File: src/rtl/picorv32_ram_bridge.sv
// picorv32_ram_bridge
//
// Bridges the picorv32 native memory bus onto port A of one 2048x32
// block-RAM bank. A request is claimed only when mem_addr[31:16] matches
// BASE_ADDR, so several bridges and peripherals can share the CPU bus. All
// other requests are ignored. The RAM has one cycle of synchronous read
// latency. A small FSM waits that cycle, and optionally one more register
// cycle, before it returns a single-cycle mem_ready pulse.
//
// Ports
//   clk, reset        rising-edge clock, synchronous active-high reset
//   mem_valid         CPU request valid (held until mem_ready)
//   mem_addr          CPU byte address
//   mem_wdata         CPU write data
//   mem_wstrb         byte strobes, 4'b0000 = read
//   mem_ready         registered one-cycle completion pulse
//   mem_rdata         registered read data, valid while mem_ready=1
//   hit               combinational window hit
//   ram_ada           RAM port A byte address (mem_addr[15:0])
//   ram_dia           RAM port A write data (mem_wdata)
//   ram_wrea          RAM port A byte write enables
//   ram_sela          RAM port A select
//   ram_doa           RAM port A read data, valid one cycle after select
module picorv32_ram_bridge #(
    parameter logic [15:0] BASE_ADDR = 16'h0000,
    parameter int          READ_PIPE = 32'sd0
) (
    input  logic        clk,
    input  logic        reset,
    input  logic        mem_valid,
    input  logic [31:0] mem_addr,
    input  logic [31:0] mem_wdata,
    input  logic [3:0]  mem_wstrb,
    output logic        mem_ready,
    output logic [31:0] mem_rdata,
    output logic        hit,
    output logic [15:0] ram_ada,
    output logic [31:0] ram_dia,
    output logic [3:0]  ram_wrea,
    output logic        ram_sela,
    input  logic [31:0] ram_doa
);

    typedef enum logic [1:0] {
        IDLE    = 2'd0,
        RD_WAIT = 2'd1,
        RD_PIPE = 2'd2,   // only reachable when the extra read stage is enabled
        RESP    = 2'd3
    } state_t;

    localparam logic PIPE_EN = (READ_PIPE != 32'sd0);

    state_t      state_r;
    state_t      state_s;
    logic [31:0] pipe_r;

    // Window decode and RAM port A strobes. Reset gates the select so no write can slip through
    always_comb begin
        hit      = mem_valid & (mem_addr[31:16] == BASE_ADDR);
        ram_ada  = mem_addr[15:0];
        ram_dia  = mem_wdata;
        ram_sela = (state_r == IDLE) & hit & ~reset;
        if (ram_sela) begin
            ram_wrea = mem_wstrb;
        end else begin
            ram_wrea = 4'b0000;
        end
    end

    // Next-state logic: writes go straight to RESP, reads wait out the RAM latency
    always_comb begin
        state_s = state_r;
        case (state_r)
            IDLE: begin
                if (ram_sela) begin
                    if (mem_wstrb != 4'b0000) begin
                        state_s = RESP;
                    end else begin
                        state_s = RD_WAIT;
                    end
                end else begin
                    state_s = IDLE;
                end
            end
            RD_WAIT: begin
                if (PIPE_EN) begin
                    state_s = RD_PIPE;
                end else begin
                    state_s = RESP;
                end
            end
            RD_PIPE: state_s = RESP;
            RESP:    state_s = IDLE;
            default: state_s = IDLE;
        endcase
    end

    // State register, read-data capture and registered completion pulse
    always_ff @(posedge clk) begin
        if (reset) begin
            state_r   <= IDLE;
            mem_ready <= 1'b0;
            mem_rdata <= 32'h0000_0000;
            pipe_r    <= 32'h0000_0000;
        end else begin
            state_r   <= state_s;
            mem_ready <= (state_s == RESP);
            // ram_doa is valid during RD_WAIT; capture directly or into the pipe stage
            if (state_r == RD_WAIT) begin
                if (PIPE_EN) begin
                    pipe_r <= ram_doa;
                end else begin
                    mem_rdata <= ram_doa;
                end
            end
            if (state_r == RD_PIPE) begin
                mem_rdata <= pipe_r;
            end
        end
    end

endmodule

File: config.mk
export PLATFORM = sky130hd
export DESIGN_NAME = picorv32_ram_bridge
export DESIGN_NICKNAME = d
export VERILOG_FILES = /design/src/rtl/picorv32_ram_bridge.sv
export SDC_FILE = /design/constraint.sdc
export NUM_CORES = 1
export LEC_CHECK = 0
export ABC_AREA = 0
export CAP_MARGIN = 40
export CELL_PAD_IN_SITES_DETAIL_PLACEMENT = 0
export CELL_PAD_IN_SITES_GLOBAL_PLACEMENT = 1
export CORE_AREA = 2 2 94 118
export CTS_CLUSTER_SIZE = 24
export DETAILED_ROUTE_END_ITERATION = 12
export DIE_AREA = 0 0 96 120
export HOLD_SLACK_MARGIN = 0.08
export PLACE_DENSITY_LB_ADDON = 0.1
export SYNTH_ARGS = -nofsm -noshare
export SYNTH_HDL_FRONTEND = slang
export SYNTH_SLANG_ARGS = --single-unit
File: constraint.sdc
create_clock -name clk -period 2.05 [get_ports clk]
set_input_delay 0.41 -clock clk [delete_from_list [all_inputs] [get_ports clk]]
set_output_delay 0.41 -clock clk [all_outputs]
set_load 0.01 [all_outputs]
## Word level (Yosys, flattened, before mapping)

Index checks and enable logic that the tools add are counted.

- Register bits after elaboration: 35
- Input port bits: 103
- Output and inout port bits: 87

- Eq/ne operators: 4
- Multiplexer cells: 6
- Bitwise logic cells: 4
- Reductions and logical operators: 5

Operator list:

| operator | number |
|---|---|
| $mux 32 | 2 |
| $logic_not 16->1 | 1 |
| $eq 2x2->1 const B | 3 |
| $pmux 2 s3 | 1 |
| $mux 2 | 2 |
| $mux 4 | 1 |
| $reduce_bool 4->1 | 1 |
| $and 1x1->1 | 3 |
| $eq 2x1->1 const B | 1 |
| $logic_not 2->1 | 1 |
| $reduce_bool 2->1 | 1 |
| $reduce_or 2->1 | 1 |
| $not 1->1 | 1 |

## Depth between registers and ports, before layout

- Depth after elaboration: 7
- Mapped depth: 6
- Depth with buffers taken out: 5

## Worst setup path after synthesis

OpenSTA, ideal clock, no wires.

- Kind: input -> output
- Start point: in mem_addr[30]
- End point: out ram_wrea[0]
- Arrival: 1.306 ns
- Setup slack: 0.334 ns
- Stages: 3
- Cell sequence: nor4b_2 -> nand2_1 -> nor4_1

- Cells in the longest elaborated chain, start to end: 5

Ends and longest elaborated chain:

| what | line | text |
|---|---|---|
| from (decl) | 31 | `input logic [31:0] mem_addr,` |
| $logic_not 16->1 | 59 | `hit = mem_valid & (mem_addr[31:16] == BASE_ADDR);` |
| $and 1x1->1 | 59 |  |
| $and 1x1->1 (2 in series) | 62 | `ram_sela = (state_r == IDLE) & hit & ~reset;` |
| $mux 4 | 63 | `if (ram_sela) begin` |
| to (decl) | 39 | `output logic [3:0] ram_wrea,` |

Every way passes these cells.

## Worst setup path in the final report

- Start point: in mem_addr[22]
- End point: out ram_wrea[1]

The elaborated chain is that of the path after synthesis.

==> results.sh <==
export IMPL_synth_seq_area_share=0.384
export IMPL_firstDrtPassIters=3
export IMPL_grt_max_degree=37
export IMPL_fin_nets=380
export IMPL_via_per_inst=3.89
export IMPL_wl_um=5530
export IMPL_grt_usage=0.0986
export IMPL_min_to="mem_rdata[30]"
export IMPL_pwr_density_cell_mw_per_mm2=579
export IMPL_cts_tree="yes"
export IMPL_root_buffer="clkbuf_16"
export IMPL_hold_worst_slack_ns=0.481
export IMPL_period_minus_slack_ns=1.97
export IMPL_reg2reg_from="state_r[0]"
export IMPL_cp_startpoint="mem_addr[22]"
export IMPL_setup_viol=0
export IMPL_syn_area_per_cell_um2=8.32
export IMPL_cts_buffers=5
export IMPL_final_hold_viol_count=0
export IMPL_hold_class="reg -> reg"
export IMPL_cts_max_path_buffers=2
export IMPL_ant_nets=0
export IMPL_syn_nets=325
export IMPL_finClkSkew_ns=0.00555
export IMPL_max_slew_margin=0.720
export IMPL_gp_congestion=0.621
export IMPL_path_delay_family="buffers and inverters"
export IMPL_finalMaxSlewViolations=0
export IMPL_slowest_delay_ns=0.26
export IMPL_ys_warnings_count=0
export IMPL_crit_slowest_cell="nor4_4"
export IMPL_cp_cell_sequence="dlygate4sd2_1 -> nor3_2 -> nand2_2 -> buf_12 -> nor4_4 -> buf_2"
export IMPL_whs_path_depth=2
export IMPL_worst_r2r_path_depth=6
export IMPL_worstReg2RegEnd="mem_rdata[13]"
export IMPL_cap_viol_max_count=0
export IMPL_via_count=1585
export IMPL_grt_pass1_vias=1657
export IMPL_io_buffers=93
export IMPL_rsz0062_at_grt="no"
export IMPL_postSynthCellCount=219
export IMPL_crit_fanout=4
export IMPL_die_y_um=120
export IMPL_start_kind="input pin"
export IMPL_power_leakage_nw=1.13
export IMPL_post_route_drc_count=0
export IMPL_diodes=0
export IMPL_rrSetupSlack_ns=0.47
export IMPL_die_x_um=96
export IMPL_synth_cell_types=21
export IMPL_drive_gt1_frac=0.171
export IMPL_period_share=0.960
export IMPL_antenna_found_initial=0
export IMPL_grt_pass1_wl_um=8540
export IMPL_rows=42
export IMPL_status="completed"
export IMPL_core_mm2=0.0105
export IMPL_hold_path_startpoint="mem_rdata[30]"
export IMPL_crit_required_ns=1.64
export IMPL_fin_util=0.269
export IMPL_nFillCells=1125
export IMPL_dieArea_mm2=0.0115
export IMPL_io_pins=190
export IMPL_clock_sinks=35
export IMPL_fmax_ghz=0.508
export IMPL_cp_num_buf_inv=3
export IMPL_drtIter0Drc=41
export IMPL_syn_to_final_growth_pct=54.5
export IMPL_clock_latency_ns=0.28
export IMPL_clk_pin_slew_ns=0.05
export IMPL_cp_end_kind="output pin"
export IMPL_irDropWorstVdd_v=0.000254
export IMPL_arrival_ns=1.56
export IMPL_place_detailed_hpwl_um=3690
export IMPL_grt_ovfl_total=0
export IMPL_start_util=0.174
export IMPL_h_tree_depth=2
export IMPL_worst_slew_pin_slew_ns=0.420
export IMPL_post_drt_wl_per_cell_um=13.6
export IMPL_synthesis_area_mm2=0.00182
export IMPL_ys_ff_latch=35
export IMPL_crit_type="in -> out"
export IMPL_cp_depth=6
final cells by class:
| cell class | count | area [µm²] | share of cell area |
|---|---|---|---|
| Tap cell | 132 | 165 | 0.0586 |
| Clock inverter | 1 | 7.51 | 0.00267 |
| Multi-Input combinational cell | 120 | 792 | 0.281 |
| Timing Repair Buffer | 106 | 976 | 0.347 |
| Clock buffer | 7 | 153 | 0.0542 |
| Sequential cell | 35 | 701 | 0.249 |
| Inverter | 6 | 22.5 | 0.00800 |
synthesized netlist by cell type:
| cell | instances | share of area |
|---|---|---|
| buf_4 | 48 | 0.20 |
| dfxtp_1 | 35 | 0.38 |
| a21oi_1 | 32 | 0.088 |
| nor4b_2 | 1 | 0.0082 |
| nor4_1 | 4 | 0.014 |
| nor2_1 | 33 | 0.068 |
| ha_1 | 3 | 0.021 |
| nor3_1 | 2 | 0.0055 |
| and2b_1 | 6 | 0.025 |
| o32ai_1 | 3 | 0.014 |
| nand3b_1 | 2 | 0.0082 |
| nor4_4 | 1 | 0.012 |
| nor4_2 | 1 | 0.0069 |
| a41o_1 | 1 | 0.0055 |
| inv_1 | 6 | 0.012 |
| nand2_1 | 1 | 0.0021 |
| nor2b_1 | 26 | 0.089 |
| buf_2 | 4 | 0.011 |
| nand2b_1 | 3 | 0.010 |
| nand3_2 | 1 | 0.0055 |
| clkbuf_1 | 6 | 0.012 |
where the power goes:
part           internal (mW)  switching [mW]
Sequential             0.680      0.00000245
Combinational         0.0910          0.0472
Clock                  0.517           0.295
cells in the final DEF (no fill, tap or decap), drive strengths merged, types with 3 or more instances in the layout:
cell / synthesis / final
nor4: 6 / 6
a21oi: 32 / 32
o32ai: 3 / 3
nor2b: 26 / 26
dlygate4sd2: 0 / 7
ha: 3 / 3
clkdlybuf4s50: 0 / 70
clkdlybuf4s15: 0 / 3
nor2: 33 / 33
and2b: 6 / 6
clkbuf: 6 / 14
buf: 52 / 19
nand2b: 3 / 3
inv: 6 / 6
dfxtp: 35 / 35
per-stage QoR:
stage / setup TNS (ns) / worst slack, ns / instance area, µm² / cells / total power, mW
finish: 0 / 0.0823 / 2820 / 407 / 1.63
global route: 0 / 0.00483 / 2820 / 407 / 1.71
CTS: 0 / 0.00545 / 2820 / 407 / 1.68
detailed placement: -3.28 / -0.577 / 2580 / 395 / 0.838
global placement: -3.31 / -0.572 / 2580 / 395 / 0.838
floorplan: 0 / 0.334 / 1820 / 219 / 0.813
worst min-delay path, delay by kind of cell, from the launching register on:
kind	cells	cell delay, ns
AOI/OAI and AO/OA	1	0.06
DFF	1	0.31
and+or+nand+nor	1	0.06
sequential cells by signal (all words and copies together) (netlist names):
register,cells
state_r,2
mem_ready,1
mem_rdata,32
kinds of logic (layout without fill, tap and decap cells):
kind of cell,count (synthesis),after routing,synth area share
compound gates,36,36,0.108
fa+ha+maj,3,3,0.0206
buf+inv,64,120,0.233
flops,35,35,0.384
simple gates,81,81,0.254
repair_timing:
action / CTS / global route
gates resized for setup: 64 / 15
endpoints found under the setup margin: 6 / 6
pin swaps: 11 / 8
setup buffers: 4 / 0
hold buffers: 0 / 0
how the worst max path moves through the flow:
stage	slack, ns	end
finish	0.08	ram_wrea[1]
global route	0.005	ram_wrea[1]
CTS	0.005	ram_wrea[1]
detailed placement	-0.58	ram_wrea[0]
global placement	-0.57	ram_wrea[0]
floorplan	0.33	ram_wrea[0]
per-layer routing:
metal  wire length, µm  track usage  part of all wire  vias up
li1                  -            -                 -      770
met1              2010        0.102              0.36      699
met2              2570        0.156              0.46       81
met3               635       0.0414              0.11       35
met4               325       0.0723             0.059        0
met5                 0            0                 0        -
Note: power is estimated with default switching activity, not from simulation.
